==> config.mk <==
export PLATFORM = sky130hd
export DESIGN_NAME = manchester_tx_flat
export DESIGN_NICKNAME = d
export VERILOG_FILES = /design/src/rtl/mx_pkg.sv /design/src/rtl/manchester_tx_if.sv /design/src/rtl/rate_enable.sv /design/src/rtl/manchester_tx.sv /design/src/flat_wrapper.sv
export SDC_FILE = /design/constraint.sdc
export NUM_CORES = 1
export LEC_CHECK = 0
export BUFFER_PORTS_ARGS = -buffer_cell sky130_fd_sc_hd__clkbuf_2
export CAP_MARGIN = 20
export CELL_PAD_IN_SITES_DETAIL_PLACEMENT = 0
export CELL_PAD_IN_SITES_GLOBAL_PLACEMENT = 1
export CORE_MARGIN = 3
export CORE_UTILIZATION = 40
export CTS_CLUSTER_SIZE = 20
export DETAILED_ROUTE_END_ITERATION = 7
export PLACE_DENSITY_LB_ADDON = 0.3
export RECOVER_POWER = 100
export SETUP_SLACK_MARGIN = 0.1
export SYNTH_ARGS = -nofsm -noshare
export SYNTH_HDL_FRONTEND = slang
export SYNTH_SLANG_ARGS = --single-unit
export TNS_END_PERCENT = 50
==> constraint.sdc <==
create_clock -name clk -period 4.9 [get_ports clk]
set_input_delay 0.245 -clock clk [delete_from_list [all_inputs] [get_ports clk]]
set_output_delay 0.245 -clock clk [all_outputs]
set_load 0.02 [all_outputs]
==> src/rtl/mx_pkg.sv <==
// Shared Manchester link definitions: transmitter FSM states and half-bit timing helper.
package mx_pkg;

    typedef enum logic [1:0] {
        IDLE,
        SEND,
        EOF
    } mx_tx_state_t;

    // Clocks per half bit period; callers must keep the result >= 2.
    function automatic int unsigned mx_half_bit(input int unsigned clk_freq,
                                                input int unsigned bit_rate);
        return clk_freq / (2 * bit_rate);
    endfunction

endpackage

==> src/rtl/manchester_tx_if.sv <==
// Parallel byte interface plus serial line outputs of the Manchester transmitter.
interface manchester_tx_if;

    logic       send;
    logic [7:0] data;
    logic       ready;
    logic       txd;
    logic       txen;

    // Byte source / line monitor side.
    modport master (
        output send,
        output data,
        input  ready,
        input  txd,
        input  txen
    );

    // Transmitter side.
    modport slave (
        input  send,
        input  data,
        output ready,
        output txd,
        output txen
    );

endinterface

==> src/rtl/rate_enable.sv <==
// Free-running divider producing a one-cycle tick every DIVIDE clocks; clr restarts the count.
module rate_enable #(
    parameter int unsigned DIVIDE = 2
) (
    input  logic clk,
    input  logic reset,
    input  logic clr,
    output logic tick
);

    localparam int unsigned CNT_W = (DIVIDE > 1) ? $clog2(DIVIDE) : 1;
    localparam logic [CNT_W-1:0] CNT_LAST = CNT_W'(DIVIDE - 1);

    logic [CNT_W-1:0] cnt_q, cnt_d;

    // Tick on the last clock of each period.
    assign tick = (cnt_q == CNT_LAST);

    // Next count: restart on clear or at the end of a period.
    always_comb begin
        cnt_d = cnt_q + 1'b1;
        if (clr || tick) begin
            cnt_d = '0;
        end
    end

    // Count register.
    always_ff @(posedge clk) begin
        if (reset) begin
            cnt_q <= '0;
        end else begin
            cnt_q <= cnt_d;
        end
    end

endmodule

==> src/rtl/manchester_tx.sv <==
// Byte-serial Manchester transmitter with a holding buffer for gapless back-to-back bytes.
module manchester_tx
    import mx_pkg::*;
#(
    parameter int unsigned CLK_FREQ = 100_000_000,
    parameter int unsigned BIT_RATE = 50_000,
    parameter int unsigned EOF_BITS = 2
) (
    input logic            clk,
    input logic            reset,
    manchester_tx_if.slave bus
);

    localparam int unsigned HALF_BIT = mx_half_bit(CLK_FREQ, BIT_RATE);
    localparam int unsigned EOF_LEN  = EOF_BITS * 2 * HALF_BIT;
    localparam int unsigned EOF_W    = (EOF_LEN > 1) ? $clog2(EOF_LEN) : 1;
    localparam logic [EOF_W-1:0] EOF_LAST = EOF_W'(EOF_LEN - 1);

    mx_tx_state_t     state_q, state_d;
    logic [7:0]       hbuf_q, hbuf_d;
    logic             hfull_q, hfull_d;
    logic             ready_q, ready_d;
    logic [7:0]       shift_q, shift_d;
    logic [3:0]       hidx_q, hidx_d;
    logic [EOF_W-1:0] eof_cnt_q, eof_cnt_d;
    logic             txd_q, txd_d;
    logic             txen_q, txen_d;
    logic             accept;
    logic             load;
    logic             tick;
    logic             tmr_clr;

    assign accept  = bus.send && ready_q;
    // Half-bit timer only runs in SEND and restarts on every shifter load.
    assign tmr_clr = (state_q != SEND) || load;

    rate_enable #(
        .DIVIDE (HALF_BIT)
    ) u_rate_enable (
        .clk   (clk),
        .reset (reset),
        .clr   (tmr_clr),
        .tick  (tick)
    );

    // FSM next state, shifter load/shift, half-bit index and EOF length counter.
    always_comb begin
        state_d   = state_q;
        shift_d   = shift_q;
        hidx_d    = hidx_q;
        eof_cnt_d = '0;
        load      = 1'b0;
        unique case (state_q)
            IDLE: begin
                if (hfull_q) begin
                    load    = 1'b1;
                    shift_d = hbuf_q;
                    hidx_d  = '0;
                    state_d = SEND;
                end
            end
            SEND: begin
                if (tick) begin
                    if (hidx_q == 4'd15) begin
                        hidx_d = '0;
                        // Only a byte already buffered continues the frame without a gap.
                        if (hfull_q) begin
                            load    = 1'b1;
                            shift_d = hbuf_q;
                        end else begin
                            state_d = EOF;
                        end
                    end else begin
                        hidx_d = hidx_q + 4'd1;
                        if (hidx_q[0]) begin
                            shift_d = {1'b0, shift_q[7:1]};
                        end
                    end
                end
            end
            EOF: begin
                if (eof_cnt_q == EOF_LAST) begin
                    state_d = IDLE;
                end else begin
                    eof_cnt_d = eof_cnt_q + 1'b1;
                end
            end
            default: begin
                state_d = IDLE;
            end
        endcase
    end

    // Holding buffer: fill on accept, drain on shifter load (never both in one cycle).
    always_comb begin
        hbuf_d  = hbuf_q;
        hfull_d = hfull_q;
        if (accept) begin
            hbuf_d  = bus.data;
            hfull_d = 1'b1;
        end else if (load) begin
            hfull_d = 1'b0;
        end
        ready_d = ~hfull_d;
    end

    // Line outputs, one register stage behind the FSM: ~b in the first half, b in the second.
    always_comb begin
        txen_d = (state_q != IDLE);
        txd_d  = 1'b1;
        if (state_q == SEND) begin
            txd_d = hidx_q[0] ? shift_q[0] : ~shift_q[0];
        end
    end

    // State registers; reset aborts any frame in progress.
    always_ff @(posedge clk) begin
        if (reset) begin
            state_q   <= IDLE;
            hbuf_q    <= '0;
            hfull_q   <= 1'b0;
            ready_q   <= 1'b1;
            shift_q   <= '0;
            hidx_q    <= '0;
            eof_cnt_q <= '0;
            txd_q     <= 1'b1;
            txen_q    <= 1'b0;
        end else begin
            state_q   <= state_d;
            hbuf_q    <= hbuf_d;
            hfull_q   <= hfull_d;
            ready_q   <= ready_d;
            shift_q   <= shift_d;
            hidx_q    <= hidx_d;
            eof_cnt_q <= eof_cnt_d;
            txd_q     <= txd_d;
            txen_q    <= txen_d;
        end
    end

    assign bus.ready = ready_q;
    assign bus.txd   = txd_q;
    assign bus.txen  = txen_q;

endmodule

==> src/flat_wrapper.sv <==
// flat-port wrapper written by rule: the top's interface ports become plain ports
module manchester_tx_flat import mx_pkg::*;
#(
    parameter int unsigned CLK_FREQ = 100_000_000,
    parameter int unsigned BIT_RATE = 50_000,
    parameter int unsigned EOF_BITS = 2
)
  (clk, reset, bus_send, bus_data, bus_ready, bus_txd, bus_txen);
  manchester_tx_if bus_i ();
  input logic clk;
  input logic reset;
  input wire logic [$bits(bus_i.send)-1:0] bus_send;
  input wire logic [$bits(bus_i.data)-1:0] bus_data;
  output wire logic [$bits(bus_i.ready)-1:0] bus_ready;
  output wire logic [$bits(bus_i.txd)-1:0] bus_txd;
  output wire logic [$bits(bus_i.txen)-1:0] bus_txen;
  assign bus_i.send = bus_send;
  assign bus_i.data = bus_data;
  assign bus_ready = bus_i.ready;
  assign bus_txd = bus_i.txd;
  assign bus_txen = bus_i.txen;
  manchester_tx #(.CLK_FREQ(CLK_FREQ), .BIT_RATE(BIT_RATE), .EOF_BITS(EOF_BITS)) u_core (.clk(clk), .reset(reset), .bus(bus_i));
endmodule
==> flow_summary_export.csv, run 1 <==
group,metric,value,unit
global_routing,grt_start_max_net_pins,35,
synthesis,syn_nets,261,
global_routing,antenna_found_initial,0,
placed_design,dp_cells,317,
placed_design,gp_congestion,0.769,
cts,root_buffer,"clkbuf_8",
pwr,switchingPower,167,uW
synthesis,syn_area,2170,um^2
timing,worst_slack,2.84,ns
final_layout,syn_to_final_growth,9.86,%
worst_setup_path,crit_type,"reg -> reg",
drt,drc,0,
drt,postRouteAntennaNets,0,
worst_setup_path,end_kind,"register",
timing,finalSetupViolCount,0,
cts,postCtsResizedCells,0,
cts,clockBufferDepth,2,
drt,dr.first_iter.drc_count,55,
min_path,min_path_cells,3,
global_routing,grt_pass1_wl,7.03,mm
synthesis,syn_inst,247,
worst_setup_path,rrSetupSlack,2.84,ns
timing,finalCritPeriodShare,0.420,
job,maxCapViolations,0,
cts,numCtsBuffers,5,
timing,worst_pin_slew,0.853,ns
synthesis,yosysTopAreaCellShare,0.443,
timing,fin_crit,2.06,ns
pwr,swShare,0.210,
global_routing,first_global_vias,1567,
die,fp-row-count,26,
timing,tns,0,ns
timing,rsz0062_at_grt,"no",
synthesis,ys_seq_elements,48,
drt,totalWireLength,4.03,mm
final_layout,antennaDiodeCount,0,
placed_design,dp_hpwl,2.81,mm
placed_design,io_buffers,13,
die,ios,14,
synthesis,async_flop_share,0,
cts,clkTransAtPathRegs,0.08,ns
placed_design,post-place-ws,2.79,ns
global_routing,grt_use_total,0.140,
synthesis,synth.avg_cell_area,8.79,um^2
timing,hold_ws,0.164,ns
cts,postCtsSetupBuffers,0,
worst_setup_path,crit_required,5.11,ns
timing,hold_viol_final,0,
worst_setup_path,crit_path_max_fanout,11,
status,status,"completed",
synthesis,yosysSeqAreaShare,0.443,
worst_setup_path,arrival,2.27,ns
die,start_util,0.420,
timing,skew,0.00556,ns
synthesis,netlist_top_cells_area,"dfxtp_1 (44%), mux2i_1 (6.5%), xnor2_1 (5.6%)",
worst_setup_path,reg2reg_depth,5,
synthesis,synthFlopType,"dfxtp_1",
drt,vias_per_cell,5.10,
pwr,p_leak,0.000792,uW
final_layout,fin_nets,268,
die,die_x,79.7,um
synthesis,yosysUniqueCellTypes,42,
die,die_h,79.7,um
cts,cts_hold_buffers,0,
timing,fmax,486,MHz
pwr,power_frac_seq,0.521,
worst_setup_path,r2r-start,"u_core.u_rate_enable.cnt_q[0]",
worst_setup_path,crit_path_start_kind,"register",
pwr,clkPwrFrac,0.410,
global_routing,grt-ovfl-total,0,
min_path,hold_end,"u_core.hbuf_q[6]",
cts,clock_latency,0.29,ns
cts,cts.htree.levels,2,
synthesis,synth_edf_count,0,
synthesis,yosys.area.top_type,"dfxtp_1",
drt,wl_per_cell,12.4,um
timing,slew_headroom,0.429,
worst_setup_path,r2r_end,"u_core.hidx_q[3]",
min_path,hp-class,"in -> reg",
pwr,p_int,627,uW
cts,cts.sinks,48,
final_layout,drive_gt1_frac,0.0669,
synthesis,yosysWarnings,0,
drt,dr.pass1.iters,4,
final_layout,fillCellCount,514,
pwr,comb_power_share,0.069,
pwr,vdd_ir_drop_max,0.000211,V
cts,cts_tree,"built",
drt,vias,1653,
die,dieArea,6350,um^2
die,core,5170,um^2
pwr,power.density,333,nW/um^2
timing,finalMaxSlewViolations,0,
min_path,hold_path_startpoint,"bus_data[6]",
final_layout,finalNonFillerCells,324,
## registers in the layout (all words and copies together) (netlist names)
name	flops
u_core.bus.txd	1
u_core.eof_cnt_q	12
u_core.bus.ready	1
u_core.hbuf_q	8
u_core.u_rate_enable.cnt_q	10
u_core.bus.txen	1
u_core.hidx_q	4
u_core.state_q	2
u_core.hfull_q	1
u_core.shift_q	8
## power groups by stage
stage	logic (uW)	clock network (uW)	registers, uW
after global routing	61.8	353	416
after detailed placement	55.5	0	423
after global placement	55.3	0	423
final	54.9	325	414
after CTS	55.8	338	414
after floorplan	45.5	0	419
## area by class of cell
| type | instances | area (um^2) | area share |
|---|---|---|---|
| clock buffers | 5 | 68.8 | 0.0289 |
| clock inverters | 2 | 60.1 | 0.0252 |
| inverters | 4 | 15.0 | 0.00630 |
| multi-input cells | 182 | 1130 | 0.474 |
| flip-flops and latches | 48 | 961 | 0.403 |
| well taps | 70 | 87.6 | 0.0367 |
| repair buffers | 13 | 61.3 | 0.0257 |
## routing by layer
metal	wire (um)	global-route usage	vias up
met5	0	0	-
met2	1900	0.222	14
met3	117	0.0418	4
met4	46	0.0515	0
li1	-	-	878
met1	1970	0.177	757
## through the flow
| step | instance area, um^2 | util | power [uW] |
|---|---|---|---|
| after floorplan | 2170 | - | 465 |
| after global placement | 2260 | 0.438 | 478 |
| after detailed placement | 2260 | 0.438 | 479 |
| after CTS | 2390 | 0.463 | 808 |
| after global routing | 2380 | 0.461 | 830 |
| final | 2380 | 0.461 | 794 |
## cell families (layout without fill, tap and decap cells)
logic type      count (synthesis)  count (layout)  synth area share
mux                            14              14            0.0646
xor+xnor                       20              20            0.0807
compound gates                 34              34             0.113
fa+ha+maj                       3               3            0.0173
simple gates                  111             111             0.247
flops                          48              48             0.443
buf+inv                        17              24            0.0346
## critical path: stages (launching register included)
cell and delay (ns):
dfxtp_1 0.39, ha_1 0.24, nand4_1 0.13, or3_1 0.49
or4_1 0.55, a31oi_1 0.17
## cells in the mapped netlist (2+ instances only)
cell type and n:
a211o_1 8, buf_2 2, dfxtp_1 48, ha_1 3
and3_1 3, xnor2_1 14, xor2_1 6, nand2_1 29
mux2i_1 14, nand3_1 12, nor4_1 3, o211ai_1 4
nand4_1 5, a21oi_1 10, nand2b_1 9, inv_1 4
clkbuf_1 9, a31oi_1 2, nor2_1 28, nor3_1 12
## worst max path at each step
stage                                        startpoint                 to  slack (ns)  cells past startpoint
after floorplan           u_core.u_rate_enable.cnt_q[0]  u_core.shift_q[7]        3.07                      6
after global placement              u_core.eof_cnt_q[7]  u_core.state_q[1]        2.83                      4
after detailed placement            u_core.eof_cnt_q[7]  u_core.state_q[1]        2.79                      4
after CTS                           u_core.eof_cnt_q[7]  u_core.state_q[1]        2.77                      4
after global routing                u_core.eof_cnt_q[7]  u_core.state_q[1]        2.66                      4
final                     u_core.u_rate_enable.cnt_q[0]   u_core.hidx_q[3]        2.84                      5
## cell usage in the layout (no fill, tap or decap), types with 2 or more instances in the layout
cell       instances
inv_1              4
nand4_1            5
clkbuf_1           3
nand2_1           29
nand3_1           12
dfxtp_1           48
bufinv_16          2
nor4_1             3
xnor2_1           14
a211o_1            8
ha_1               3
clkbuf_8           5
a31oi_1            2
xor2_1             6
nor2_1            28
clkbuf_2          10
and3_1             3
or4_1              2
o211ai_1           4
nand2b_1           9
nor3_1            12
a21oi_1           10
mux2i_1           14
No activity file was read; power rests on OpenSTA's default activity.
==> run 2, diff against run 1 <==
- clock period: 4.9 -> 1.9 ns (I/O delays scaled with it)
==> flow_summary_export.csv, run 2 (synthesis results as in run 1) <==
group,metric,value,unit
min_path,min_path_cells,3,
pwr,p_leak,0.000876,uW
worst_setup_path,arrival,2.02,ns
global_routing,top_usage_layer,"met1",
timing,fmax,563,MHz
timing,finalSetupViolCount,0,
final_layout,finalNonFillerCells,346,
placed_design,dp_cells,331,
cts,clockBufferDepth,2,
timing,finalCritPeriodShare,0.934,
job,maxCapViolations,0,
final_layout,largest_reg_flops,12,
die,start_util,0.420,
die,ios,14,
worst_setup_path,crit_path_top_delay_cell,"or3_1",
worst_setup_path,crit_path_start_kind,"register",
status,status,"completed",
worst_setup_path,crit_chain,"ha_4 > nand4_1 > or3_1 > buf_6 > a2111o_1 > a21oi_1",
global_routing,grt_use_total,0.148,
timing,fin_crit,1.77,ns
die,fp-row-count,26,
cts,cts.htree.levels,2,
worst_setup_path,reg2reg_depth,6,
pwr,vdd_ir_drop_max,0.000474,V
worst_setup_path,path_delay_family,"simple AND/OR/NAND/NOR gates",
global_routing,antenna_found_initial,0,
worst_setup_path,crit_path_max_fanout,5,
final_layout,syn_to_final_growth,16.6,%
drt,wl_per_cell,12.9,um
drt,postRouteAntennaNets,0,
drt,vias,1738,
final_layout,layout_commonest_cell,"dfxtp_1",
drt,dr.pass1.iters,4,
min_path,hold_end,"u_core.hbuf_q[2]",
pwr,power.density,738,nW/um^2
final_layout,reg_top3,"u_core.eof_cnt_q x12, u_core.u_rate_enable.cnt_q x10",
cts,numCtsBuffers,5,
global_routing,grt-ovfl-total,0,
global_routing,grtUsageMet3,0.0406,
timing,worst_pin_slew,0.486,ns
global_routing,grtUsageMet2,0.210,
die,die_x,79.7,um
drt,dr.first_iter.drc_count,97,
placed_design,io_buffers,13,
timing,tns,0,ns
final_layout,drive_gt1_frac,0.145,
placed_design,dp_hpwl,3.09,mm
worst_setup_path,startpoint,"u_core.u_rate_enable.cnt_q[1]",
global_routing,first_global_vias,1556,
placed_design,gp_congestion,0.817,
drt,drc,0,
timing,skew,0.00643,ns
drt,vias_per_cell,5.02,
cts,cts.sinks,48,
min_path,hp-class,"in -> reg",
cts,cts_tree,"built",
cts,root_buffer,"clkbuf_8",
cts,clkTransAtPathRegs,0.09,ns
global_routing,grt_util_met1,0.215,
timing,slew_headroom,0.676,
final_layout,regMostFlops,"u_core.eof_cnt_q",
worst_setup_path,r2r-start,"u_core.u_rate_enable.cnt_q[1]",
worst_setup_path,crit_required,2.14,ns
worst_setup_path,r2r_end,"u_core.hidx_q[0]",
worst_setup_path,crit_type,"reg -> reg",
worst_setup_path,rrSetupSlack,0.13,ns
drt,totalWireLength,4.46,mm
die,die_h,79.7,um
final_layout,antennaDiodeCount,0,
die,core,5170,um^2
final_layout,fin_nets,289,
cts,clock_latency,0.30,ns
final_layout,mostFrequentLayoutCells,"dfxtp_1 (46), nand2_1 (29), nor2_1 (28)",
timing,rsz0062_at_grt,"yes",
min_path,hold_path_startpoint,"bus_data[2]",
worst_setup_path,worst-path-buf-inv,1,
global_routing,grt_start_max_net_pins,29,
worst_setup_path,slowest_delay,0.46,ns
timing,finalMaxSlewViolations,0,
worst_setup_path,end_kind,"register",
timing,hold_viol_final,0,
global_routing,grt_pass1_wl,7.28,mm
die,dieArea,6350,um^2
run 2: cell types whose count changed in the layout (fill, tap and decap cells not counted), moves of 2 or more:
cell,before,now
dfxtp_1,48,46
bufinv_16,2,0
buf_4,0,16
clkbuf_1,3,5
clkinv_2,0,2
buf_6,0,2
run 2: timing repair:
item	CTS	global route
hold buffers	0	1
endpoints found under the hold margin	0	1
setup endpoints to repair	7	20
pin swaps	0	6
setup buffers	0	5
resized for setup	1	6
cloned	0	1
run 2: metal layers:
| layer | wire [um] | up-vias | part of all wire |
|---|---|---|---|
| li1 | - | 923 | - |
| met4 | 56 | 0 | 0.013 |
| met5 | 0 | - | 0 |
| met1 | 2390 | 791 | 0.54 |
| met2 | 1860 | 18 | 0.42 |
| met3 | 153 | 6 | 0.034 |
run 2: stage by stage:
stage / utilization / setup WS, ns / hold WS [ns] / total power [uW] / instance area, um^2
after floorplan: - / 0.106 / 0.231 / 1200 / 2170
after global placement: 0.459 / 0.142 / 0.319 / 1250 / 2370
after detailed placement: 0.459 / 0.0887 / 0.326 / 1250 / 2370
after CTS: 0.477 / 0.106 / 0.00255 / 1880 / 2470
after global routing: 0.489 / 0.0536 / 0.0107 / 1950 / 2530
final: 0.489 / 0.125 / 0.00698 / 1870 / 2530
run 2: how the worst max path moves through the flow:
stage                                endpoint  slack [ns]  cells after the start
final                        u_core.hidx_q[0]        0.13                      6
after global routing      u_core.eof_cnt_q[7]        0.05                      5
after CTS                   u_core.shift_q[4]        0.11                      6
after detailed placement    u_core.shift_q[4]        0.09                      6
after global placement      u_core.shift_q[6]        0.14                      6
after floorplan             u_core.shift_q[7]        0.11                      6
run 2: power by group:
part,internal (uW),switching [uW]
Clock,291,344
Combinational,79.0,95.9
Sequential,1040,20.5
run 2: layout make-up:
class | instances | area, um^2
Fill cell | 506 | 2640
Multi-Input combinational cell | 182 | 1150
Sequential cell | 48 | 966
Timing Repair Buffer | 34 | 221
Tap cell | 70 | 87.6
Clock buffer | 6 | 82.6
Inverter | 4 | 15.0
Clock inverter | 2 | 10.0
run 2: worst min-delay path: cells and delay by family:
family | cells | cell delay, ns
buffers and inverters | 1 | 0.08
AO/OA/AOI/OAI | 1 | 0.05
AND/OR/NAND/NOR | 1 | 0.05
==> run 3, diff against run 2 <==
- CORE_MARGIN: 3 -> 10
- RECOVER_POWER: 100 -> 25
==> flow_summary_export.csv, run 3 (synthesis results as in run 1) <==
group,metric,value,unit
status,status,"completed",
worst_setup_path,path_delay_family,"simple AND/OR/NAND/NOR gates",
worst_setup_path,crit_chain,"ha_4 > nand4_1 > or4_4 > a21o_1 > buf_6 > mux2i_1",
cts,cts.htree.levels,2,
worst_setup_path,arrival,1.95,ns
drt,postRouteAntennaNets,0,
worst_setup_path,crit_required,2.09,ns
cts,clock_latency,0.30,ns
worst_setup_path,reg2reg_depth,6,
timing,finalMaxSlewViolations,0,
timing,skew,0.00750,ns
final_layout,fin_nets,285,
die,ios,14,
cts,cts.sinks,48,
global_routing,first_global_vias,1671,
final_layout,largest_reg_flops,12,
timing,worst_slack,0.133,ns
global_routing,grt_pass1_wl,7.89,mm
drt,wl_per_cell,13.0,um
timing,finalCritPeriodShare,0.930,
final_layout,reg_top3,"u_core.eof_cnt_q x12, u_core.u_rate_enable.cnt_q x10",
min_path,hp-class,"in -> reg",
die,start_util,0.420,
die,die_x,93.7,um
timing,hold_viol_final,0,
cts,clkTransAtPathRegs,0.09,ns
timing,finalSetupViolCount,0,
drt,vias_per_cell,5.00,
drt,dr.first_iter.drc_count,81,
final_layout,regMostFlops,"u_core.eof_cnt_q",
worst_setup_path,rrSetupSlack,0.13,ns
cts,cts_tree,"built",
timing,slew_headroom,0.670,
drt,vias,1711,
final_layout,syn_to_final_growth,15.6,%
die,fp-row-count,26,
final_layout,drive_gt1_frac,0.154,
timing,hold_ws,0.00897,ns
worst_setup_path,slowest_delay,0.57,ns
pwr,power.density,737,nW/um^2
worst_setup_path,crit_type,"reg -> reg",
global_routing,grt_use_total,0.108,
drt,dr.pass1.iters,4,
timing,tns,0,ns
worst_setup_path,r2r_end,"u_core.shift_q[1]",
global_routing,grt-ovfl-total,0,
die,core,5170,um^2
worst_setup_path,r2r-start,"u_core.u_rate_enable.cnt_q[0]",
pwr,p_leak,0.000861,uW
drt,totalWireLength,4.44,mm
timing,rsz0062_at_grt,"yes",
min_path,hold_end,"u_core.hbuf_q[4]",
pwr,vdd_ir_drop_max,0.000486,V
placed_design,io_buffers,13,
cts,clockBufferDepth,2,
final_layout,antennaDiodeCount,0,
placed_design,dp_hpwl,3.20,mm
cts,numCtsBuffers,5,
placed_design,dp_cells,332,
die,die_h,93.7,um
drt,drc,0,
worst_setup_path,worst-path-buf-inv,1,
min_path,hold_path_startpoint,"bus_data[4]",
global_routing,grt_start_max_net_pins,20,
placed_design,gp_congestion,0.793,
worst_setup_path,crit_path_max_fanout,7,
worst_setup_path,end_kind,"register",
cts,root_buffer,"clkbuf_8",
final_layout,mostFrequentLayoutCells,"dfxtp_1 (45), nand2_1 (29), nor2_1 (28)",
worst_setup_path,crit_path_top_delay_cell,"or4_4",
job,maxCapViolations,0,
final_layout,layout_commonest_cell,"dfxtp_1",
timing,fmax,566,MHz
timing,worst_pin_slew,0.495,ns
die,dieArea,8770,um^2
worst_setup_path,crit_path_start_kind,"register",
placed_design,post-place-ws,0.101,ns
final_layout,finalNonFillerCells,342,
timing,fin_crit,1.77,ns
min_path,min_path_cells,3,
global_routing,antenna_found_initial,0,
run 3: how the worst max path moves through the flow:
| stage | cells past startpoint | start | end |
|---|---|---|---|
| 2_1_floorplan | 6 | u_core.u_rate_enable.cnt_q[1] | u_core.shift_q[7] |
| 3_3_place_gp | 6 | u_core.u_rate_enable.cnt_q[1] | u_core.shift_q[6] |
| 3_5_place_dp | 6 | u_core.u_rate_enable.cnt_q[1] | u_core.shift_q[5] |
| 4_1_cts | 6 | u_core.u_rate_enable.cnt_q[0] | u_core.shift_q[3] |
| 5_1_grt | 6 | u_core.u_rate_enable.cnt_q[0] | u_core.shift_q[2] |
| 6_report | 6 | u_core.u_rate_enable.cnt_q[0] | u_core.shift_q[1] |
run 3: routing by layer:
metal  vias up  share of wire  wire (um)  global-route usage
li1        907              -          -                   -
met1       782           0.53       2360               0.149
met2        18           0.44       1930               0.164
met3         4          0.025        111              0.0288
met4         0         0.0074         33              0.0228
met5         -              0          0                   0
run 3: timing repair:
action / CTS / global route
endpoints found under the setup margin: 7 / 10
buffers inserted: 0 / 2
pin swaps: 0 / 2
gates resized for setup: 1 / 6
hold buffers: 0 / 0
run 3: power by group:
group / internal, uW / switching, uW / total [uW]
Sequential: 1040 / 23.8 / 1060
Combinational: 75.4 / 92.0 / 167
Clock: 291 / 330 / 621
run 3: final cells by class:
class                           count  area (um^2)
Timing Repair Buffer               30          189
Sequential cell                    48          965
Inverter                            4         15.0
Multi-Input combinational cell    182         1160
Fill cell                         518         2660
Clock inverter                      2         10.0
Clock buffer                        6         82.6
Tap cell                           70         87.6
run 3: worst register-to-register path, stage by stage, from the launching register on:
cell and delay (ns):
dfxtp_2 0.37, ha_4 0.13, nand4_1 0.12, or4_4 0.57, a21o_1 0.20, buf_6 0.15
mux2i_1 0.12
run 3: stage by stage:
stage	power, uW	utilization	area (um^2)
final	1850	0.485	2510
after global routing	1940	0.485	2510
after CTS	1870	0.478	2470
after detailed placement	1250	0.460	2380
after global placement	1250	0.460	2380
after floorplan	1200	-	2170
